[src/rtl/uart_pkg.sv]
// Shared UART definitions: oversampling, FSM states, stop/parity constants.
// Used by both the transmitter and the receiver.
package uart_pkg;

  localparam int OVERSAMPLE = 16;

  localparam int STOP_ONE = 1;
  localparam int STOP_TWO = 2;

  localparam logic PAR_EVEN = 1'b0;
  localparam logic PAR_ODD  = 1'b1;

  typedef enum logic [2:0] {
    ST_IDLE,
    ST_START,
    ST_DATA,
    ST_PARITY,
    ST_STOP
  } state_e;

endpackage

[src/rtl/uart_tx.sv]
// UART transmitter: 16x clock, holding + shift register for
// back-to-back frames, optional parity, one or two stop bits.
module uart_tx
  import uart_pkg::*;
#(
  parameter int PARITY_EN  = 0,
  parameter int PARITY_ODD = 0,
  parameter int STOP_BITS  = 1
) (
  input  logic       clock,
  input  logic       reset_n,
  input  logic [7:0] DATAin,
  input  logic       WriteSignal,
  output logic       ready,
  output logic       tx,
  output logic       busy,
  output logic       done
);

  localparam logic [3:0] TICK_LAST = 4'(OVERSAMPLE - 1);
  localparam logic STOP_LAST =
    (STOP_BITS == STOP_ONE) ? 1'b0 : (STOP_BITS == STOP_TWO);
  localparam logic PAR_SENSE =
    (PARITY_ODD != 0) ? PAR_ODD : PAR_EVEN;
  localparam logic HAS_PAR = (PARITY_EN != 0);

  state_e     state_q;
  logic [3:0] tick_q;
  logic [2:0] idx_q;
  logic       stop_q;
  logic [7:0] hold_q;
  logic       hold_full_q;
  logic [7:0] shift_q;
  logic       par_q;
  logic       tx_q;
  logic       done_q;

  logic bit_end;
  logic frame_end;
  logic wr_acc;
  logic start_frame;
  logic par_d;

  assign bit_end   = (tick_q == TICK_LAST);
  assign frame_end = (state_q == ST_STOP) && bit_end
                   && (stop_q == STOP_LAST);
  assign wr_acc    = WriteSignal && !hold_full_q;
  assign start_frame = hold_full_q
                     && ((state_q == ST_IDLE) || frame_end);
  assign par_d     = (^hold_q) ^ PAR_SENSE;

  assign ready = !hold_full_q;
  assign busy  = (state_q != ST_IDLE);
  assign tx    = tx_q;
  assign done  = done_q;

  always_ff @(posedge clock or negedge reset_n) begin
    if (!reset_n) begin
      state_q     <= ST_IDLE;
      tick_q      <= '0;
      idx_q       <= '0;
      stop_q      <= 1'b0;
      hold_q      <= '0;
      hold_full_q <= 1'b0;
      shift_q     <= '0;
      par_q       <= 1'b0;
      tx_q        <= 1'b1;
      done_q      <= 1'b0;
    end else begin
      done_q <= frame_end;
      // Tick wraps 15 -> 0 on its own at each bit boundary.
      if (state_q != ST_IDLE) tick_q <= tick_q + 4'd1;

      unique case (state_q)
        ST_IDLE: tx_q <= 1'b1;
        ST_START: begin
          if (bit_end) begin
            state_q <= ST_DATA;
            idx_q   <= '0;
            tx_q    <= shift_q[0];
          end
        end
        ST_DATA: begin
          if (bit_end) begin
            if (idx_q == 3'd7) begin
              if (HAS_PAR) begin
                state_q <= ST_PARITY;
                tx_q    <= par_q;
              end else begin
                state_q <= ST_STOP;
                stop_q  <= 1'b0;
                tx_q    <= 1'b1;
              end
            end else begin
              idx_q   <= idx_q + 3'd1;
              shift_q <= shift_q >> 1;
              tx_q    <= shift_q[1];
            end
          end
        end
        ST_PARITY: begin
          if (bit_end) begin
            state_q <= ST_STOP;
            stop_q  <= 1'b0;
            tx_q    <= 1'b1;
          end
        end
        ST_STOP: begin
          if (bit_end) begin
            if (stop_q == STOP_LAST) state_q <= ST_IDLE;
            else stop_q <= 1'b1;
          end
        end
        default: state_q <= ST_IDLE;
      endcase

      // Transfer beats the case above; a write can never coincide
      // with it because the holding register is full then.
      if (start_frame) begin
        state_q     <= ST_START;
        tick_q      <= '0;
        tx_q        <= 1'b0;
        shift_q     <= hold_q;
        par_q       <= par_d;
        hold_full_q <= 1'b0;
      end else if (wr_acc) begin
        hold_q      <= DATAin;
        hold_full_q <= 1'b1;
      end
    end
  end

endmodule

[config.mk]
export PLATFORM = sky130hd
export DESIGN_NAME = uart_tx
export DESIGN_NICKNAME = d
export VERILOG_FILES = /design/src/rtl/uart_pkg.sv /design/src/rtl/uart_tx.sv
export SDC_FILE = /design/constraint.sdc
export NUM_CORES = 1
export LEC_CHECK = 0
export BUFFER_PORTS_ARGS = -buffer_cell sky130_fd_sc_hd__buf_2
export CAP_MARGIN = 15
export CORE_UTILIZATION = 50
export DETAILED_ROUTE_END_ITERATION = 8
export PLACE_DENSITY = 0.82
export SYNTH_ARGS = -nofsm -noshare
export SYNTH_HDL_FRONTEND = slang
export SYNTH_SLANG_ARGS = --single-unit
[constraint.sdc]
create_clock -name clock -period 1.6 [get_ports clock]
set_input_delay 0.4 -clock clock [delete_from_list [all_inputs] [get_ports clock]]
set_output_delay 0.4 -clock clock [all_outputs]
set_load 0.02 [all_outputs]
; Word-level counts from Yosys, hierarchy flattened
; Cells that the tools add are included.
[word_totals]
output_inout_bits = 4
input_bits = 11
word_cells = 86
ff_bits = 30
[classes]
n_eq_ne = 20
bitwise = 2
addsub = 2
reduce_logical = 21
n_mux = 32
[op_table]
columns = cell, count
row1 = $mux 8, 4
row2 = $mux 3, 10
row3 = $ne 3x3->1 const B, 6
row4 = $ne 2x2->1 const B, 8
row5 = $pmux 3 s5, 1
row6 = $mux 1, 12
row7 = $reduce_bool 2->1, 5
row8 = $mux 4, 2
row9 = $reduce_and 4->1, 2
row10 = $reduce_and 7->1, 1
row11 = $eq 3x2->1 const B, 2
row12 = $eq 3x3->1 const B, 2
row13 = $pmux 3 s2, 1
row14 = $reduce_bool 3->1, 2
row15 = $reduce_and 5->1, 1
row16 = $reduce_bool 5->1, 1
row17 = $add 4x1->4 const B, 1
row18 = $eq 4x4->1 const B, 1
row19 = $logic_and 1x1->1, 4
row20 = $pmux 1 s4, 1
row21 = $add 3x1->3 const B, 1
row22 = $eq 3x1->1 const B, 1
row23 = $logic_not 3->1, 1
row24 = $pmux 1 s3, 1
row25 = other kinds (5), 6

; Logic depth before layout (Yosys ltp)
[logic_depth]
depth_word = 7
mapped_depth = 6
depth_no_buf = 6

; Worst setup path after synthesis
; Ideal clock, no wire load.
[synth_path]
kind = register -> register
startpoint = register idx_q[0]
endpoint = register shift_q[1]
t_required_ns = 1.474
t_arrival_ns = 1.490
stages_incl_launch_ff = 7
path_slack_ns = -0.016
period_less_slack_ns = 1.616
cell_sequence = dfrtp_1 -> ha_1 -> ha_1 -> nor2_1 -> nand4_2 -> mux2i_1 -> o21ai_0
[synth_between]
elab_chain_len = 3
[synth_rtl]
columns = item, line_no
row1 = start: declaration, uart_tx.sv:29  ; logic [2:0] idx_q;
row2 = start signal: assignment, uart_tx.sv:95  ; idx_q <= idx_q + 3'd1;
row3 = $eq 3x3->1, uart_tx.sv:85  ; if (idx_q == 3'd7) begin
row4 = $ne 2x2->1 (no source line), -
row5 = $reduce_and 3->1 (no source line), -
row6 = end signal: assignment, uart_tx.sv:96  ; shift_q <= shift_q >> 1;
row7 = end signal: assignment, uart_tx.sv:123  ; shift_q <= hold_q;
row8 = end: declaration, uart_tx.sv:33  ; logic [7:0] shift_q;
; Every way passes these cells.
; A chain may end at the register's enable or synchronous reset.

; Final worst setup path
[layout_path]
startpoint = register state_q[1]
endpoint = register tick_q[2]
[layout_between]
elab_chain_len = 6
word_cells_on_any_way = 9
cone_classes = 1 x eq/ne / 1 x mux / 7 x reduce/logical
[layout_rtl]
columns = item, line_no
row1 = start: declaration, uart_tx.sv:27  ; state_e state_q;
row2 = start signal: assignment, uart_tx.sv:59  ; state_q <= ST_IDLE;
row3 = start signal: assignment, uart_tx.sv:78  ; state_q <= ST_DATA;
row4 = start signal: assignment, uart_tx.sv:87  ; state_q <= ST_PARITY;
row5 = $eq 3x3->1, uart_tx.sv:45  ; assign frame_end = (state_q == ST_STOP) && bit_end
row6 = $logic_and 1x1->1, uart_tx.sv:45
row7 = $logic_and 1x1->1, uart_tx.sv:46  ; && (stop_q == STOP_LAST);
row8 = $logic_or 1x1->1, uart_tx.sv:49  ; && ((state_q == ST_IDLE) || frame_end);
row9 = $logic_and 1x1->1, uart_tx.sv:49
row10 = $mux 4 / $reduce_bool 2->1 (equally long branches), -
row11 = end signal: assignment, uart_tx.sv:72  ; if (state_q != ST_IDLE) tick_q <= tick_q + 4'd1;
row12 = end: declaration, uart_tx.sv:28  ; logic [3:0] tick_q;
; Several ways; a longest one is shown, not always the timed one.

==> flow_summary.toml <==
[synthesis]
syn_area_mm2 = 0.00136
ys_seq_elements = 29
syn_nets = 134
ys_warn_count = 0
syn_area_per_cell_um2 = 11.3
synth-async-reset-ratio = 1.00
netlist.area_leader.share = 0.515
synth_edf_count = 0
yosys.area.top_type = "dfrtp_1"
ys_seq_area_frac = 0.534
synth.most_common_cell = "dfrtp_1"
synthFlopType = "dfrtp_1"
synth.area.top_cells = "dfrtp_1 52%, mux2_2 7.5%, mux2i_1 5.2%"
synth_cell_types = 31
netlist_instances = 120
synthTopCellsByCount = "28 x dfrtp_1, 13 x nand2_1, 13 x nor2_1"

[global_routing]
grt_pass1_wl_um = 4400
grt_overflow = 0
grt_pass1_vias = 984
grt_antenna_before_repair = 0
grt_max_degree = 30
grtUsageTotal = 0.221

[cts]
cts.htree.levels = 2
clk_latency_ns = 0.33
cts_buffer_depth = 2
cts.sinks = 29
root_buffer = "clkbuf_4"
cts_made_buffers = 5
cts_tree = "built"
cts.clk_slew.worst_paths_ns = 0.09
cts_hold_buf = 0

[floorplan]
dieArea_mm2 = 0.00293
initial_core_util = 0.539
num_io_pins = 15
row_count = 18
fp.dieH_um = 54.2
die_w_um = 54.2
core_mm2 = 0.00252

[critical_path]
arrival_ns = 1.79
crit_type = "reg -> reg"
cp_slowest_stage_delay_ns = 0.54
crit_path_end = "tick_q[2]$_DFFE_PN0P_"
worstReg2RegEnd = "tick_q[2]$_DFFE_PN0P_"
worstSetupStartpoint = "state_q[1]$_DFFE_PN0P_"
cp_slowest_cell = "or4_4"
reg2reg_depth = 5
crit_path_start_kind = "flop"
r2r_slack_ns = 0.05
worstPathRequired_ns = 1.83
cp_max_fo = 3
r2r_start = "state_q[1]$_DFFE_PN0P_"
worstPathCellList = "buf_4 > or4_4 > nand2_1 > xor2_1 > nor2_1"
end_kind = "flop"

[sta]
worst_pin_slew_ns = 0.611
clock_skew_ns = 0.0119
hold_viol_final = 0
tns_ns = 0
drv_slew = 0
clock.fmax_ghz = 0.643
post-route-min-period_ns = 1.55
setup-violations-final = 0
finalCritPeriodShare = 0.971
slew_headroom = 0.593

[cells_and_area]
utilization = 0.663
final_net_count = 165
num_antenna_cells = 0
layoutNonFillerInstCount = 182
drive_above_1_share = 0.401
area_growth_pct = 23.0

[place]
gp_congestion = 0.763
dp_hpwl_um = 1710
port-buffer-count = 14
placedCellCount = 168

[power]
power_density_mw_per_mm2 = 1800
peakVddDrop_uv = 1250
leakage_nw = 0.796

[status]
status = "finished, final reports clean"

[routing]
drt_iter0_markers = 9
avgRoutedWirePerCell_um = 13.7
drtPass1Iterations = 4
vias_per_cell = 5.64
vias = 1026
wirelength_um = 2500
ant_nets = 0
drc = 0

[job]
maxCapViolations = 0

[min_path]
hp-class = "in -> async"
cell usage in the layout, fill, tap and decap left out, types with 2 or more instances in the layout:
| cell type | instances |
|---|---|
| dfrtp_1 | 27 |
| buf_2 | 14 |
| nand2_1 | 13 |
| buf_4 | 13 |
| nor2_1 | 11 |
| mux2_2 | 9 |
| o21ai_0 | 9 |
| mux2i_1 | 7 |
| a22o_1 | 5 |
| clkbuf_4 | 5 |
| nand3_1 | 2 |
| inv_1 | 2 |
| o21ai_1 | 2 |
| a21oi_1 | 2 |
| xor2_1 | 2 |
| ha_2 | 2 |
| clkbuf_8 | 2 |
final cells by class:
cell class / instances / area [µm²]
tap: 30 / 37.5
timing repair buffer: 28 / 188
inverter: 3 / 11.3
fill: 214 / 850
clock inverter: 1 / 5.00
sequential: 29 / 728
multi-input combinational: 84 / 638
clock buffer: 7 / 65.1
state kept, by name, indices dropped and copies added, names as in the netlist:
signal and flops:
hold_q 8, shift_q 8, tick_q 4, idx_q 3, state_q 3, done 1, hold_full_q 1, tx 1
power breakdown:
group / leakage (nW) / switching [mW] / internal (mW)
logic: 0.401 / 0.586 / 0.652
clock network: 0.0413 / 0.253 / 0.254
registers: 0.353 / 0.204 / 1.06
total: 0.796 / 1.04 / 1.97
worst min path at each step:
stage                     startpoint                     end
after global placement       reset_n  state_q[2]$_DFFE_PN0P_
final                        reset_n          done$_DFF_PN0_
after floorplan              reset_n          done$_DFF_PN0_
after CTS                    reset_n          done$_DFF_PN0_
after detailed placement     reset_n          done$_DFF_PN0_
after global routing         reset_n          done$_DFF_PN0_
metrics by stage:
stage               hold slack, ns  cell area [µm²]  worst slack (ns)  power [mW]
detailed placement           0.461             1520           -0.0951        2.41
global route                 0.121             1670           -0.0148        3.26
CTS                         0.0862             1630            0.0121        2.97
global placement             0.448             1520           -0.0161        2.33
floorplan                    0.104             1370            0.0317        2.05
finish                      0.0649             1670            0.0460        3.01
metal layers:
layer,vias up,GRT usage,routed length [µm]
li1,492,-,-
met1,497,0.271,1060
met2,28,0.335,1260
met3,9,0.0876,127
met4,0,0.111,59
met5,-,0,0
critical path: cells and delay by family (launching register included):
| kind | cells | cell delay, ns |
|---|---|---|
| simple gates | 3 | 0.72 |
| flops | 1 | 0.43 |
| xor+xnor | 1 | 0.16 |
| buf+inv | 1 | 0.15 |
timing repair:
| item | in CTS | in global routing |
|---|---|---|
| resized for setup | 4 | 8 |
| pin swaps | 1 | 4 |
| setup endpoints to repair | 12 | 11 |
| cloned | 1 | 0 |
| buffers inserted | 2 | 3 |
kinds of logic after synthesis:
group	Yosys count	synth area share
buffers and inverters	8	0.0359
muxes	16	0.126
adders and majority gates	3	0.0276
xor gates and xnor gates	3	0.0193
AOI/OAI and AO/OA	24	0.121
DFF	29	0.535
and+or+nand+nor	37	0.135
No activity file was read; power rests on OpenSTA's default activity.
